[config.mk]
export PLATFORM = sky130hd
export DESIGN_NAME = slicer_mer_estimate
export DESIGN_NICKNAME = d
export VERILOG_FILES = /design/src/rtl/slicer_mer_estimate.sv
export SDC_FILE = /design/constraint.sdc
export NUM_CORES = 1
export LEC_CHECK = 0
export CAP_MARGIN = 20
export CORE_ASPECT_RATIO = 0.7
export CORE_MARGIN = 2
export CORE_UTILIZATION = 45
export DETAILED_ROUTE_END_ITERATION = 6
export GPL_TIMING_DRIVEN = 0
export PLACE_DENSITY = 0.64
export RECOVER_POWER = 50
export SYNTH_ARGS = -nofsm -noshare
export SYNTH_HDL_FRONTEND = slang
export SYNTH_SLANG_ARGS = --single-unit
[constraint.sdc]
create_clock -name clk -period 14.8 [get_ports clk]
set_input_delay 3.7 -clock clk [delete_from_list [all_inputs] [get_ports clk]]
set_output_delay 3.7 -clock clk [all_outputs]
set_load 0.005 [all_outputs]
[src/rtl/slicer_mer_estimate.sv]
// slicer_mer_estimate
// 4-ASK hard-decision slicer. It produces the decided symbol, the
// reconstructed level and the slicer error for each symbol. It also
// estimates the mean squared slicer error over periods of 2^PERIOD_LOG2
// symbols.
//
// Strobe semantics: the block never applies backpressure, so there is no
// ready signal. Every clk edge where sym_clk_ena is high is one new symbol,
// including consecutive cycles. sym_valid, err_power_valid and
// clear_accumulator are one-cycle pulses that qualify the registered
// outputs next to them. Those outputs hold their values until the next
// pulse.
module slicer_mer_estimate #(
    parameter int DATA_WIDTH  = 18,
    parameter int PERIOD_LOG2 = 20
) (
    input  logic                    clk,
    input  logic                    reset_n,
    input  logic                    sym_clk_ena,
    input  logic [DATA_WIDTH-1:0]   decision_variable,
    input  logic [DATA_WIDTH-1:0]   reference_level,
    input  logic [DATA_WIDTH-1:0]   b,
    output logic [1:0]              sym_hat,
    output logic                    sym_valid,
    output logic [DATA_WIDTH-1:0]   recon,
    output logic [DATA_WIDTH-1:0]   error,
    output logic                    clear_accumulator,
    output logic [2*DATA_WIDTH-1:0] err_power,
    output logic                    err_power_valid
);

    localparam int W  = DATA_WIDTH;
    localparam int SW = 2 * DATA_WIDTH;
    localparam int AW = SW + PERIOD_LOG2;

    // Saturation bounds of the 1s17 output format, held at the wider working widths
    localparam logic signed [W+1:0] RECON_MAX = {3'b000, {(W-1){1'b1}}};
    localparam logic signed [W+1:0] RECON_MIN = {3'b111, {(W-1){1'b0}}};
    localparam logic signed [W:0]   ERR_MAX   = {2'b00, {(W-1){1'b1}}};
    localparam logic signed [W:0]   ERR_MIN   = {2'b11, {(W-1){1'b0}}};

    localparam logic [PERIOD_LOG2-1:0] CNT_ONE  = PERIOD_LOG2'(1);
    localparam logic [PERIOD_LOG2-1:0] CNT_LAST = '1;

    // Registered state
    logic [1:0]             r_sym_hat;
    logic                   r_sym_valid;
    logic [W-1:0]           r_recon;
    logic [W-1:0]           r_error;
    logic                   r_clear;
    logic [SW-1:0]          r_err_power;
    logic                   r_err_power_valid;
    logic [PERIOD_LOG2-1:0] r_count;
    logic [AW-1:0]          r_acc;

    // Slicer datapath
    logic signed [W:0]   w_dv_x;
    logic signed [W:0]   w_ref_x;
    logic signed [W:0]   w_neg_ref;
    logic [1:0]          w_sym;
    logic signed [W+1:0] w_b_x;
    logic signed [W+1:0] w_b3;
    logic signed [W+1:0] w_recon_wide;
    logic [W-1:0]        w_recon_sat;
    logic signed [W:0]   w_err_wide;
    logic [W-1:0]        w_err_sat;

    // Power-estimate datapath
    logic signed [SW-1:0] w_err_ext;
    logic signed [SW-1:0] w_sq;
    logic [AW-1:0]        w_acc_sum;
    logic                 w_period_end;

    // One extra bit keeps -reference_level exact even for the most negative input
    assign w_dv_x    = {decision_variable[W-1], decision_variable};
    assign w_ref_x   = {reference_level[W-1], reference_level};
    assign w_neg_ref = -w_ref_x;

    // Decision regions; a value on a threshold falls into the upper region
    always_comb begin
        w_sym = 2'b00;
        if (w_dv_x >= w_ref_x) begin
            w_sym = 2'b11;
        end else if (!w_dv_x[W]) begin
            w_sym = 2'b10;
        end else if (w_dv_x >= w_neg_ref) begin
            w_sym = 2'b01;
        end
    end

    // 3b is formed as b + 2b at two extra bits so that it cannot wrap before saturation
    assign w_b_x = {{2{b[W-1]}}, b};
    assign w_b3  = w_b_x + (w_b_x <<< 1);

    // Select the ideal constellation level for the decided symbol
    always_comb begin
        case (w_sym)
            2'b11:   w_recon_wide = w_b3;
            2'b10:   w_recon_wide = w_b_x;
            2'b01:   w_recon_wide = -w_b_x;
            default: w_recon_wide = -w_b3;
        endcase
    end

    // Clamp the reconstructed level into the 1s17 range
    always_comb begin
        if (w_recon_wide > RECON_MAX) begin
            w_recon_sat = RECON_MAX[W-1:0];
        end else if (w_recon_wide < RECON_MIN) begin
            w_recon_sat = RECON_MIN[W-1:0];
        end else begin
            w_recon_sat = w_recon_wide[W-1:0];
        end
    end

    assign w_err_wide = w_dv_x - {w_recon_sat[W-1], w_recon_sat};

    // Clamp the slicer error into the 1s17 range
    always_comb begin
        if (w_err_wide > ERR_MAX) begin
            w_err_sat = ERR_MAX[W-1:0];
        end else if (w_err_wide < ERR_MIN) begin
            w_err_sat = ERR_MIN[W-1:0];
        end else begin
            w_err_sat = w_err_wide[W-1:0];
        end
    end

    // The square of a sign-extended 1s17 value is at most 2^34, so it fits SW bits unsigned
    assign w_err_ext    = {{W{r_error[W-1]}}, r_error};
    assign w_sq         = w_err_ext * w_err_ext;
    assign w_acc_sum    = r_acc + {{PERIOD_LOG2{1'b0}}, w_sq};
    assign w_period_end = (r_count == CNT_LAST);

    // Capture the decision, level and error on each symbol strobe
    always_ff @(posedge clk or negedge reset_n) begin
        if (!reset_n) begin
            r_sym_hat   <= 2'b00;
            r_sym_valid <= 1'b0;
            r_recon     <= '0;
            r_error     <= '0;
        end else begin
            r_sym_valid <= sym_clk_ena;
            if (sym_clk_ena) begin
                r_sym_hat <= w_sym;
                r_recon   <= w_recon_sat;
                r_error   <= w_err_sat;
            end
        end
    end

    // Accumulate squared error and publish the period mean on the last symbol
    always_ff @(posedge clk or negedge reset_n) begin
        if (!reset_n) begin
            r_count           <= '0;
            r_acc             <= '0;
            r_err_power       <= '0;
            r_err_power_valid <= 1'b0;
            r_clear           <= 1'b0;
        end else begin
            r_err_power_valid <= 1'b0;
            r_clear           <= 1'b0;
            if (r_sym_valid) begin
                r_count <= r_count + CNT_ONE;
                if (w_period_end) begin
                    r_err_power       <= w_acc_sum[AW-1:PERIOD_LOG2];
                    r_acc             <= '0;
                    r_err_power_valid <= 1'b1;
                    r_clear           <= 1'b1;
                end else begin
                    r_acc <= w_acc_sum;
                end
            end
        end
    end

    assign sym_hat           = r_sym_hat;
    assign sym_valid         = r_sym_valid;
    assign recon             = r_recon;
    assign error             = r_error;
    assign clear_accumulator = r_clear;
    assign err_power         = r_err_power;
    assign err_power_valid   = r_err_power_valid;

endmodule

# Word-level counts from Yosys, hierarchy flattened
# Index checks and enable logic that the tools add are counted.
# classes
add_sub_neg	7
n_mux	11
n_lt_le_gt_ge	6
n_mul	1
n_eq_ne	4
n_reduce_logical	1
# op_table
op	count
$mux W18	4
$pmux W20 S3	1
$add A56 B36 Y56	1
$mux W56	1
$mul A18 B18 Y36	1
$add A18 B19 Y20	1
$add A20 B1 Y20 const B	1
$eq A20 B20 Y1 const B	1
$gt A20 B18 Y1 const B	1
$lt A20 B18 Y1 const B	1
$neg A18 Y20	1
$neg A20 Y20	1
$ge A18 B19 Y1	1
$gt A19 B18 Y1 const B	1
$lt A19 B18 Y1 const B	1
$neg A18 Y19	1
$sub A18 B18 Y19	1
$ge A18 B18 Y1	1
$eq A2 B2 Y1 const B	2
$mux W2	2
$mux W1	3
$eq A2 B1 Y1 const B	1
$reduce_and A2 Y1	1
# totals
input_bits	57
register_bits	152

# Logic depth before layout (Yosys ltp)
# logic_depth
depth_word	14
ltp_mapped	37

# Worst setup path after synthesis
# No wires, ideal clock.
# synth_timing
path_kind	in2reg
start	in reference_level[3]
end	reg r_error[15] (netlist: error[15])
n_path_buf	4
path_slack_ps	4803
t_arrival_ps	9856
path_stages	35
required_time_ps	14658
path_cell_list	nor4_1 nand2_1 nor3_1 nand3_1 nor2_1 nand4_1 xnor2_1 ha_1 a21oi_1 o22ai_1 nor2_1 a2bb2oi_1 and3_1 clkbuf_1 nand2_1 a311oi_1 a311oi_2 a21o_1 buf_2 a21bo_2 ha_1 inv_1 fa_1 a21o_1 a21oi_1 o21ai_0 nand3b_1 a21oi_1 o21a_1 o21a_1 o2111ai_1 o311a_1 clkbuf_1 clkbuf_1 a211oi_1
# synth_via
elab_chain_cells	14
# synth_rtl
item	line_no	text
start, declared	21	input logic [DATA_WIDTH-1:0] reference_level,
$neg A18 Y19	77	assign w_neg_ref = -w_ref_x;
$ge A18 B19 Y1	86	end else if (w_dv_x >= w_neg_ref) begin
$mux W1	86	
$mux W2	84	end else if (!w_dv_x[W]) begin
$mux W2 (*)	82	if (w_dv_x >= w_ref_x) begin
$eq A2 B1 Y1 / $eq A2 B2 Y1 (equally long branches)	97	case (w_sym)
$pmux W20 S3 (*)	97	
$lt A20 B18 Y1	109	end else if (w_recon_wide < RECON_MIN) begin
$mux W18	109	
$mux W18 (*)	107	if (w_recon_wide > RECON_MAX) begin
named net w_recon_sat[0]	64	logic [W-1:0] w_recon_sat;
$sub A18 B18 Y19 (*)	116	assign w_err_wide = w_dv_x - {w_recon_sat[W-1], w_recon_sat};
$lt A19 B18 Y1	122	end else if (w_err_wide < ERR_MIN) begin
$mux W18	122	
$mux W18 (*)	120	if (w_err_wide > ERR_MAX) begin
end signal, assigned	147	r_error <= w_err_sat;
end, declared	49	logic [W-1:0] r_error;
# Mark *: on every way through the listed nets, which the timed path passes. The rest lies on a longest branch.
# A chain may end at the register's enable or synchronous reset.

# Worst setup path in the final report
# layout_timing
start	in reference_level[2]
end	reg r_error[3] (netlist: error[3])
# layout_via
elab_chain_cells	14
# layout_rtl
item	line_no
$neg A18 Y19	77
$ge A18 B19 Y1	86
$mux W1	86
$mux W2	84
$mux W2 (*)	82
$eq A2 B1 Y1 / $eq A2 B2 Y1 (equally long branches)	97
$pmux W20 S3 (*)	97
$lt A20 B18 Y1	109
$mux W18	109
$mux W18 (*)	107
$sub A18 B18 Y19 (*)	116
$lt A19 B18 Y1	122
$mux W18	122
$mux W18 (*)	120
# Mark *: on every way between the ends. The rest lies on a longest branch, timed or not.

==> impl_metrics.py <==
metrics = {
    "outcome": {
        "status": "finished with violations",
        "violations": "capacitance limit, slew limit",
    },
    "synth": {
        "synth_top_area_share_pct": 25.2,
        "synth_area_leader_cell": "fa_1",
        "syn_area_sq_um": 23800,
        "yosysSeqAreaShare_pct": 16.0,
        "synth.avg_cell_area_sq_um": 8.80,
        "synth_most_common_cell": "inv_1",
        "synth_common_cells": "431 x inv_1, 299 x fa_1, 238 x nand2_1",
        "synth_ff_type": "dfrtp_1",
        "netlist-cell-type-count": 88,
        "syn_nets": 3288,
        "synth_cells": 2702,
        "synth-edff-count": 0,
        "yosys_warnings": 0,
        "netlist_top_cells_area": "fa_1 25%, dfrtp_1 16%, ha_1 12%",
        "synthArstFlopShare_pct": 100,
        "ys_ff_latch": 152,
    },
    "sta": {
        "tns_ns": 0,
        "slew_headroom_pct": -192,
        "clock_skew_ns": 0.0109,
        "period_needed_ns": 12.33,
        "tightestPinTransition_ns": 4.37,
        "fin_crit_sh_pct": 83.3,
        "finalHoldViolations": 0,
        "fin_hold_ws_ns": 0.467,
        "setup_violations": 0,
        "rsz0062_at_grt": "false",
        "drv_slew": 155,
        "fmax_ghz": 0.0811,
        "setup_ws_ns": 2.47,
    },
    "setup_path": {
        "crit_type": "in2reg",
        "max_stage_delay_ns": 0.67,
        "critPathRequiredTime_ns": 15.07,
        "cpMostUsedCell": "a21oi_1",
        "timing.critical_path.buf_inv": 4,
        "critPathTopFamily": "compound AO/OA/AOI/OAI gates",
        "crit_slowest_cell": "mux2i_1",
        "cp.arrival_ns": 12.61,
        "startpoint_type": "primary input",
        "critPathCaptureType": "register",
        "path_max_fanout": 10,
    },
    "clock_tree": {
        "post_cts_buffers": 0,
        "postCtsResizedCells": 0,
        "clockRootBuffer": "clkbuf_16",
        "ctsHoldBuffers": 0,
        "path_clk_slew_ns": 0.07,
        "cts_sinks": 152,
        "cts_tree": "built",
        "cts_buffer_depth": 2,
        "cts_made_buffers": 17,
        "htree_levels": 4,
        "clkLatencyLatePin_ns": 0.45,
    },
    "route": {
        "viasPerCell": 5.66,
        "routedWlPerCell_microns": 19.6,
        "vias": 20100,
        "drtIter0Drc": 1657,
        "drc": 0,
        "ant_nets": 0,
        "drt-pass1-iter-count": 6,
        "wl_microns": 69500,
    },
    "grt": {
        "grt_pass1_vias": 20400,
        "grt_max_degree": 80,
        "overflow": 0,
        "grt_usage_pct": 25.8,
        "grt_pass1_wl_microns": 112000,
        "antenna_found_initial": 1,
    },
    "final_layout": {
        "fillCellCount": 4865,
        "ff_latch_area_sq_um": 3800,
        "syn_to_final_growth_pct": 11.7,
        "nets": 3441,
        "antenna-diode-count": 0,
        "drive_above_1_share_pct": 3.00,
        "multi_input_area_sq_um": 17900,
    },
    "placement": {
        "routabilityCongestion": 0.959,
        "dp_slack_ns": 2.11,
        "place_hpwl_microns": 57200,
        "io_buffers": 133,
    },
    "floorplanning": {
        "start_util_pct": 45.5,
        "die-area_sq_um": 54700,
        "die_w_microns": 279,
        "ioPinCount": 134,
        "die-height_microns": 196,
        "core_sq_um": 52200,
        "fp-row-count": 70,
    },
    "flow_run": {
        "max_cap_viol_count": 2,
    },
    "hold_path": {
        "hold_path_class": "reg2reg",
    },
}
==> worst reg2reg max path: cells and delay by family, from the launching register on <==
kind	cells	cell delay, ns
AOI/OAI and AO/OA	9	3.37
adders and majority gates	8	3.97
DFF	1	0.42
xor gates and xnor gates	1	0.26
buffers and inverters	5	1.36
and+or+nand+nor	9	1.48
==> worst paths after layout <==
check                                   start       endpoint  slack (ns)  cells past startpoint
max reg2reg                         error[15]      r_acc[37]        3.87                     32
max in group asynchronous             reset_n      recon[10]        4.53                      2
min                               r_count[13]    r_count[13]        0.47                      1
min in group asynchronous             reset_n  err_power[29]        4.65                      1
max                        reference_level[2]       error[3]        2.47                     33
min reg2reg                       r_count[13]    r_count[13]        0.47                      1
==> metal layers <==
layer / share of wire (%) / global-route usage [%] / vias to the layer above / wire length [microns]
met5: 0.019 / 0 / - / 13
met4: 1.8 / 5.54 / 2 / 1250
met3: 8.3 / 5.92 / 77 / 5800
met2: 43 / 39.0 / 745 / 30000
met1: 47 / 37.8 / 9938 / 32400
li1: - / - / 9352 / -
==> through the flow <==
step,std cells,util (%),instance area [sq um]
after floorplan,2702,-,23800
after global placement,3519,49.7,26000
after detailed placement,3520,49.8,26000
after CTS,3552,50.9,26600
after global routing,3552,50.9,26600
final,3552,50.9,26600
==> area by class of cell <==
cell class                      count  share of cell area, %
Clock inverter                     12                  0.504
Inverter                          432                   6.11
Tap cell                          684                   3.22
Multi-Input combinational cell   2003                   67.3
Buffer                            115                   1.81
Timing Repair Buffer              134                   5.00
Clock buffer                       20                   1.76
Sequential cell                   152                   14.3
==> state kept, by name (all words and copies together) (netlist names) <==
signal           flops
r_acc               56
err_power           36
r_count             20
error               18
recon               18
sym_hat              2
err_power_valid      1
sym_valid            1
==> logic make-up (layout without fill, tap and decap cells) <==
family	count (synthesis)	count (layout)	share of synthesized area, %
AOI/OAI and AO/OA	631	631	17.9
xor gates and xnor gates	152	152	5.60
adders and majority gates	529	529	37.3
buffers and inverters	547	713	8.84
DFF	152	152	16.0
muxes	12	12	0.521
and+or+nand+nor	679	679	13.9
==> layout by cell type, fill, tap and decap left out, drive strengths merged, types with 12 or more instances in the layout <==
cell type / synthesis / layout
clkdlybuf4s50: 0 / 120
a21oi: 149 / 149
dfrtp: 152 / 152
nand2: 238 / 238
inv: 432 / 438
xnor2: 105 / 105
and3: 38 / 38
a31oi: 29 / 29
a21o: 65 / 65
and2: 68 / 68
nand4: 34 / 34
clkbuf: 99 / 121
nand3: 58 / 58
a22o: 25 / 25
buf: 16 / 16
o211ai: 14 / 14
nor3: 29 / 29
nand2b: 24 / 24
o21a: 18 / 18
o21ai: 160 / 160
fa: 299 / 299
ha: 230 / 230
o2bb2ai: 17 / 17
nor2b: 18 / 18
a211oi: 24 / 24
xor2: 47 / 47
nor4: 13 / 13
dlygate4sd3: 0 / 12
a311oi: 26 / 26
nor2: 126 / 126
Power is left out: the tool's default activity adds up to more than one toggle a clock period on the data nets, which glitch-free logic cannot reach.
